`config.mk`:
```
export PLATFORM = sky130hd
export DESIGN_NAME = hex_word_parser_flat
export DESIGN_NICKNAME = d
export VERILOG_FILES = /design/src/rtl/hex_word_parser_pkg.sv /design/src/rtl/stdio.sv /design/src/rtl/hex_word_parser_hex_char_decode.sv /design/src/rtl/hex_word_parser.sv /design/src/flat_wrapper.sv
export SDC_FILE = /design/constraint.sdc
export NUM_CORES = 1
export LEC_CHECK = 0
export CELL_PAD_IN_SITES_DETAIL_PLACEMENT = 2
export CELL_PAD_IN_SITES_GLOBAL_PLACEMENT = 2
export CORE_AREA = 4 4 73 75
export CTS_BUF_LIST = sky130_fd_sc_hd__clkbuf_2 sky130_fd_sc_hd__clkbuf_4 sky130_fd_sc_hd__clkbuf_8
export DETAILED_ROUTE_END_ITERATION = 12
export DIE_AREA = 0 0 77 79
export PLACE_DENSITY_LB_ADDON = 0.1
export RECOVER_POWER = 50
export SYNTH_ARGS = -nofsm -noshare
export SYNTH_HDL_FRONTEND = slang
export SYNTH_HIERARCHICAL = 1
export SYNTH_SLANG_ARGS = --single-unit
```
`constraint.sdc`:
```
create_clock -name clk_i -period 2 [get_ports clk_i]
set_input_delay 0.3 -clock clk_i [delete_from_list [all_inputs] [get_ports clk_i]]
set_output_delay 0.3 -clock clk_i [all_outputs]
set_load 0.05 [all_outputs]
```
`src/rtl/hex_word_parser_pkg.sv`:
```
// Shared types and character constants for the ASCII-to-word parser.
package hex_word_parser_pkg;

    localparam logic [7:0] CH_SPACE = 8'h20;
    localparam logic [7:0] CH_TAB   = 8'h09;
    localparam logic [7:0] CH_LF    = 8'h0A;
    localparam logic [7:0] CH_CR    = 8'h0D;

    localparam int DATA_W = 16;

    typedef enum logic [1:0] {
        CH_HEX,
        CH_SEP,
        CH_ILL
    } chclass_e;

    typedef enum logic [1:0] {
        HEXP_IDLE,
        HEXP_ACCUM,
        HEXP_HOLD
    } hexp_state_e;

endpackage

```
`src/rtl/stdio.sv`:
```
// Valid/ready word channel between the parser and the stdin FIFO.
interface stdio #(
    parameter int DATA_W = 16
);
    logic              val;
    logic              rdy;
    logic [DATA_W-1:0] data;

    modport out (output val, output data, input rdy);
    modport in  (input val, input data, output rdy);
endinterface

```
`src/rtl/hex_word_parser_hex_char_decode.sv`:
```
// Classifies one ASCII byte as hex digit, separator or illegal.
// Lower-case a-f decode as digits only when HEX_PARSER_LOWERCASE_EN is defined.
module hex_char_decode
    import hex_word_parser_pkg::*;
(
    input  logic [7:0] ch,
    output chclass_e   cls,
    output logic [3:0] nibble
);

    always_comb begin
        cls    = CH_ILL;
        nibble = 4'h0;
        if (ch >= 8'h30 && ch <= 8'h39) begin
            cls    = CH_HEX;
            nibble = ch[3:0];
        end else if (ch >= 8'h41 && ch <= 8'h46) begin
            // 'A' is 0x41, so the low nibble plus 9 gives 10..15
            cls    = CH_HEX;
            nibble = ch[3:0] + 4'd9;
`ifdef HEX_PARSER_LOWERCASE_EN
        end else if (ch >= 8'h61 && ch <= 8'h66) begin
            cls    = CH_HEX;
            nibble = ch[3:0] + 4'd9;
`endif
        end else if (ch == CH_SPACE || ch == CH_TAB || ch == CH_LF || ch == CH_CR) begin
            cls = CH_SEP;
        end
    end

endmodule

```
`src/rtl/hex_word_parser.sv`:
```
// Assembles up to four ASCII hex digits into a 16-bit word on a stdio port.
// Build option HEX_PARSER_LOWERCASE_EN enables lower-case hex digits.
module hex_word_parser
    import hex_word_parser_pkg::*;
(
    input  logic       clk_i,
    input  logic       rst_ni,
    input  logic       rx_val_i,
    input  logic [7:0] rx_data_i,
    output logic       rx_rdy_o,
    stdio.out          stdout,
    output logic       err_o
);

    hexp_state_e        state_q;
    logic [DATA_W-1:0]  acc_q;
    logic [1:0]         cnt_q;
    logic               val_q;
    logic               err_q;
    chclass_e           cls;
    logic [3:0]         nibble;
    logic               accept;

    hex_char_decode u_decode (
        .ch     (rx_data_i),
        .cls    (cls),
        .nibble (nibble)
    );

    assign rx_rdy_o    = (state_q != HEXP_HOLD);
    assign accept      = rx_val_i && rx_rdy_o;
    assign stdout.val  = val_q;
    assign stdout.data = acc_q;
    assign err_o       = err_q;

    always_ff @(posedge clk_i or negedge rst_ni) begin
        if (!rst_ni) begin
            state_q <= HEXP_IDLE;
            acc_q   <= '0;
            cnt_q   <= 2'd0;
            val_q   <= 1'b0;
            err_q   <= 1'b0;
        end else begin
            err_q <= 1'b0;
            unique case (state_q)
                HEXP_IDLE: begin
                    if (accept) begin
                        if (cls == CH_HEX) begin
                            acc_q   <= {12'h000, nibble};
                            cnt_q   <= 2'd1;
                            state_q <= HEXP_ACCUM;
                        end else if (cls == CH_ILL) begin
                            err_q <= 1'b1;
                        end
                    end
                end
                HEXP_ACCUM: begin
                    if (accept) begin
                        unique case (cls)
                            CH_HEX: begin
                                acc_q <= {acc_q[11:0], nibble};
                                if (cnt_q == 2'd3) begin
                                    cnt_q   <= 2'd0;
                                    val_q   <= 1'b1;
                                    state_q <= HEXP_HOLD;
                                end else begin
                                    cnt_q <= cnt_q + 2'd1;
                                end
                            end
                            CH_SEP: begin
                                cnt_q   <= 2'd0;
                                val_q   <= 1'b1;
                                state_q <= HEXP_HOLD;
                            end
                            default: begin
                                err_q   <= 1'b1;
                                acc_q   <= '0;
                                cnt_q   <= 2'd0;
                                state_q <= HEXP_IDLE;
                            end
                        endcase
                    end
                end
                HEXP_HOLD: begin
                    if (stdout.rdy) begin
                        val_q   <= 1'b0;
                        state_q <= HEXP_IDLE;
                    end
                end
                default: state_q <= HEXP_IDLE;
            endcase
        end
    end

endmodule

```
`src/flat_wrapper.sv`:
```
// flat-port wrapper written by rule: the top's interface ports become plain ports
module hex_word_parser_flat import hex_word_parser_pkg::*;
  (clk_i, rst_ni, rx_val_i, rx_data_i, rx_rdy_o, err_o, stdout_val, stdout_data, stdout_rdy);
  stdio #(.DATA_W(16)) stdout_i ();
  input  logic clk_i;
  input  logic rst_ni;
  input  logic rx_val_i;
  input  logic [7:0] rx_data_i;
  output logic rx_rdy_o;
  output logic err_o;
  output wire logic [$bits(stdout_i.val)-1:0] stdout_val;
  output wire logic [$bits(stdout_i.data)-1:0] stdout_data;
  input wire logic [$bits(stdout_i.rdy)-1:0] stdout_rdy;
  assign stdout_val = stdout_i.val;
  assign stdout_data = stdout_i.data;
  assign stdout_i.rdy = stdout_rdy;
  hex_word_parser u_core (.clk_i(clk_i), .rst_ni(rst_ni), .rx_val_i(rx_val_i), .rx_data_i(rx_data_i), .rx_rdy_o(rx_rdy_o), .stdout(stdout_i), .err_o(err_o));
endmodule
```
==> impl_metrics.toml <==
[clocking]
htree_num_levels = 1
root_buffer = "clkbuf_8"
clk_latency_ns = 0.27
hold_buffers = 0
clockBufferDepth = 2
clk_pin_slew_ns = 0.09
clock_sinks = 22
tritoncts = "done"
numCtsBuffers = 3

[min_path]
min_to = "u_core/stdout.val$_DFFE_PN0P_"
min_path_type = "register to register"
whs_path_depth = 1
min-delay-start = "u_core/stdout.val$_DFFE_PN0P_"

[detailed_routing]
ant_nets = 0
avgViaCountPerCell = 5.28
route.detailed.wl_per_inst_microns = 20.1
vias = 1389
wirelength_microns = 5280
drt-initial-drc-count = 44
drc_errors = 0
drt_pre_antenna_iters = 4

[critical_path]
crit_required_ns = 2.15
critical_path_depth = 12
cpPeakStageDelay_ns = 0.47
crit_type = "input pin to register"
reg2reg_to = "u_core/stdout.data[10]$_DFFE_PN0P_"
path_cells = "buf_12, inv_12, ha_4, and4bb_2, a31oi_4, a2111oi_4, buf_4, buf_8, nand3b_1, o21ai_4, nor2_4, mux2_4"
crit_fanout = 5
startpoint_type = "input pin"
worstPathArrival_ns = 2.34
reg2regPathDepth = 7
r2r-start = "u_core/state_q[1]$_DFFE_PN0P_"
end_kind = "register"
reg2reg_slack_ns = -0.05
slowest_stage = "a2111oi_4"
cp_top_family = "compound AO/OA/AOI/OAI gates"
path_buf_inv = 4

[placement]
io_buffers = 30
place_inst = 248
place_hpwl_microns = 3360
place_congestion = 0.724

[synthesis]
yosys-top-cells-count = "dfrtp_1, o31ai_1"
synth_cell_type_count = 39
synth.area.top_cells = "dfrtp_1, ha_1, o31ai_1"
yosysSeqAreaShare_pct = 38.1
avgSynthCellArea_sq_um = 9.70
synth.largest_area_cell = "dfrtp_1"
synth-main-ff-cell = "dfrtp_1"
synth_top_area_share_pct = 38.1
synth_area_sq_mm = 0.00145
yosys_register_bits = 22
synth_edf_count = 0
syn_inst = 149
mappedNetlistNets = 171
yosysMostFrequentCell = "dfrtp_1"
synthArstFlopShare_pct = 100
synth_warnings = 6

[timing]
hold_viol = 0
fin_crit_ns = 2.18
fmaxAchievable_mhz = 458
setup_violations = 21
maxSlewHeadroom_pct = 13.7
worst_pin_slew_ns = 1.29
fin_hold_ws_ns = 0.518
post-route-period-util_pct = 109
setup_ws_ns = -0.184
rsz0062_at_grt = "yes"
finalClockSkew_ns = 0.00411
maxSlewViolCount = 0
tns_ns = -3.01

[final_layout]
drive_gt1_share_pct = 43.1
nFillCells = 463
regArea_sq_um = 551
fin_cells = 263
area_growth_pct = 69.5
antenna_cells = 0
nets = 232
fin_util_pct = 52.6
multi_input_area_sq_mm = 0.00110

[run_status]
violations = "setup timing"
status = "finished, violations left"

[global_routing]
antenna_found_initial = 0
grt_pass1_wl_microns = 8090
grt_use_total_pct = 16.7
grt_pass1_vias = 1599
overflow = 0
grt_max_degree = 25

[die]
die_w_microns = 77
dieArea_sq_mm = 0.00608
ios = 31
core-area_sq_mm = 0.00466
std_cell_rows = 25
fp.dieH_microns = 79
start_util_pct = 31.0

[power]
p_leak_uw = 0.00104
powerDensity_mw_per_mm2 = 990
p_total_uw = 2430
peakVddDrop_v = 0.000371

[job]
drv_cap = 0
[worst max-delay path by stage]
stage | from | end
3_5_place_dp | rx_data_i[1] | u_core/stdout.data[12]$_DFFE_PN0P_
6_report | rx_data_i[0] | u_core/stdout.data[12]$_DFFE_PN0P_
2_1_floorplan | rx_data_i[0] | u_core/state_q[0]$_DFFE_PN0P_
4_1_cts | rx_data_i[0] | u_core/state_q[0]$_DFFE_PN0P_
5_1_grt | rx_data_i[0] | u_core/stdout.data[7]$_DFFE_PN0P_
3_3_place_gp | rx_data_i[1] | u_core/stdout.data[15]$_DFFE_PN0P_
[cells in the final DEF, fill, tap and decap left out, types with 3 or more instances in the layout]
cell type / instances
buf_12: 4
dfrtp_1: 22
clkbuf_8: 3
o21ai_4: 3
and3_1: 4
buf_6: 6
mux2_4: 4
o21ai_0: 4
o21ai_1: 10
nand3_1: 5
clkdlybuf4s50_1: 20
nand3_2: 4
o31ai_1: 6
nor2_1: 4
o31ai_2: 6
inv_1: 6
buf_4: 24
nand2_1: 8
o21ai_2: 4
ha_1: 7
nor2_2: 3
ha_4: 3
[registers in the layout, summed over array words and instances, names as in the netlist]
signal,cells
u_core/stdout.val,1
u_core/cnt_q,2
u_core/stdout.data,16
u_core/state_q,2
u_core/err_o,1
[where the power goes]
group / switching [uW] / internal (uW) / total (uW)
Clock: 159 / 267 / 427
Combinational: 923 / 533 / 1460
Sequential: 48.6 / 494 / 543
Total: 1130 / 1290 / 2430
[layer usage]
layer	wire [microns]	GRT usage, %	vias to the layer above
met5	0	0	-
met4	76	3.74	0
met3	154	3.51	6
met2	2790	32.0	21
met1	2260	18.9	693
li1	-	-	669
[per-stage QoR]
stage                     setup WS, ns  area [sq um]
after floorplan                 -0.354          1500
after global placement          -0.910          2010
after detailed placement        -0.987          2010
after CTS                       -0.210          2280
after global routing            -0.255          2450
final                           -0.184          2450
[layout make-up]
type / count / share of cell area, %
Clock buffer: 3 / 1.69
Sequential cell: 22 / 22.5
Timing Repair Buffer: 63 / 24.9
Clock inverter: 1 / 1.23
Multi-Input combinational cell: 112 / 45.1
Inverter: 8 / 1.84
Tap cell: 54 / 2.76
[cells by family (layout without fill, tap and decap cells)]
logic type                 Yosys count  count (layout)  share of synthesized area [%]
AOI/OAI and AO/OA                   48              48                           24.0
DFF                                 22              22                           38.1
muxes                                6               6                           4.59
buffers and inverters               15              75                           4.85
and+or+nand+nor                     48              48                           19.8
adders and majority gates           10              10                           8.66
[what timing repair did]
item / in CTS / in global routing
pin swaps: 13 / 12
buffers inserted: 6 / 7
endpoints found under the setup margin: 22 / 21
resized for setup: 50 / 38
(Power assumes the default switching activity.)
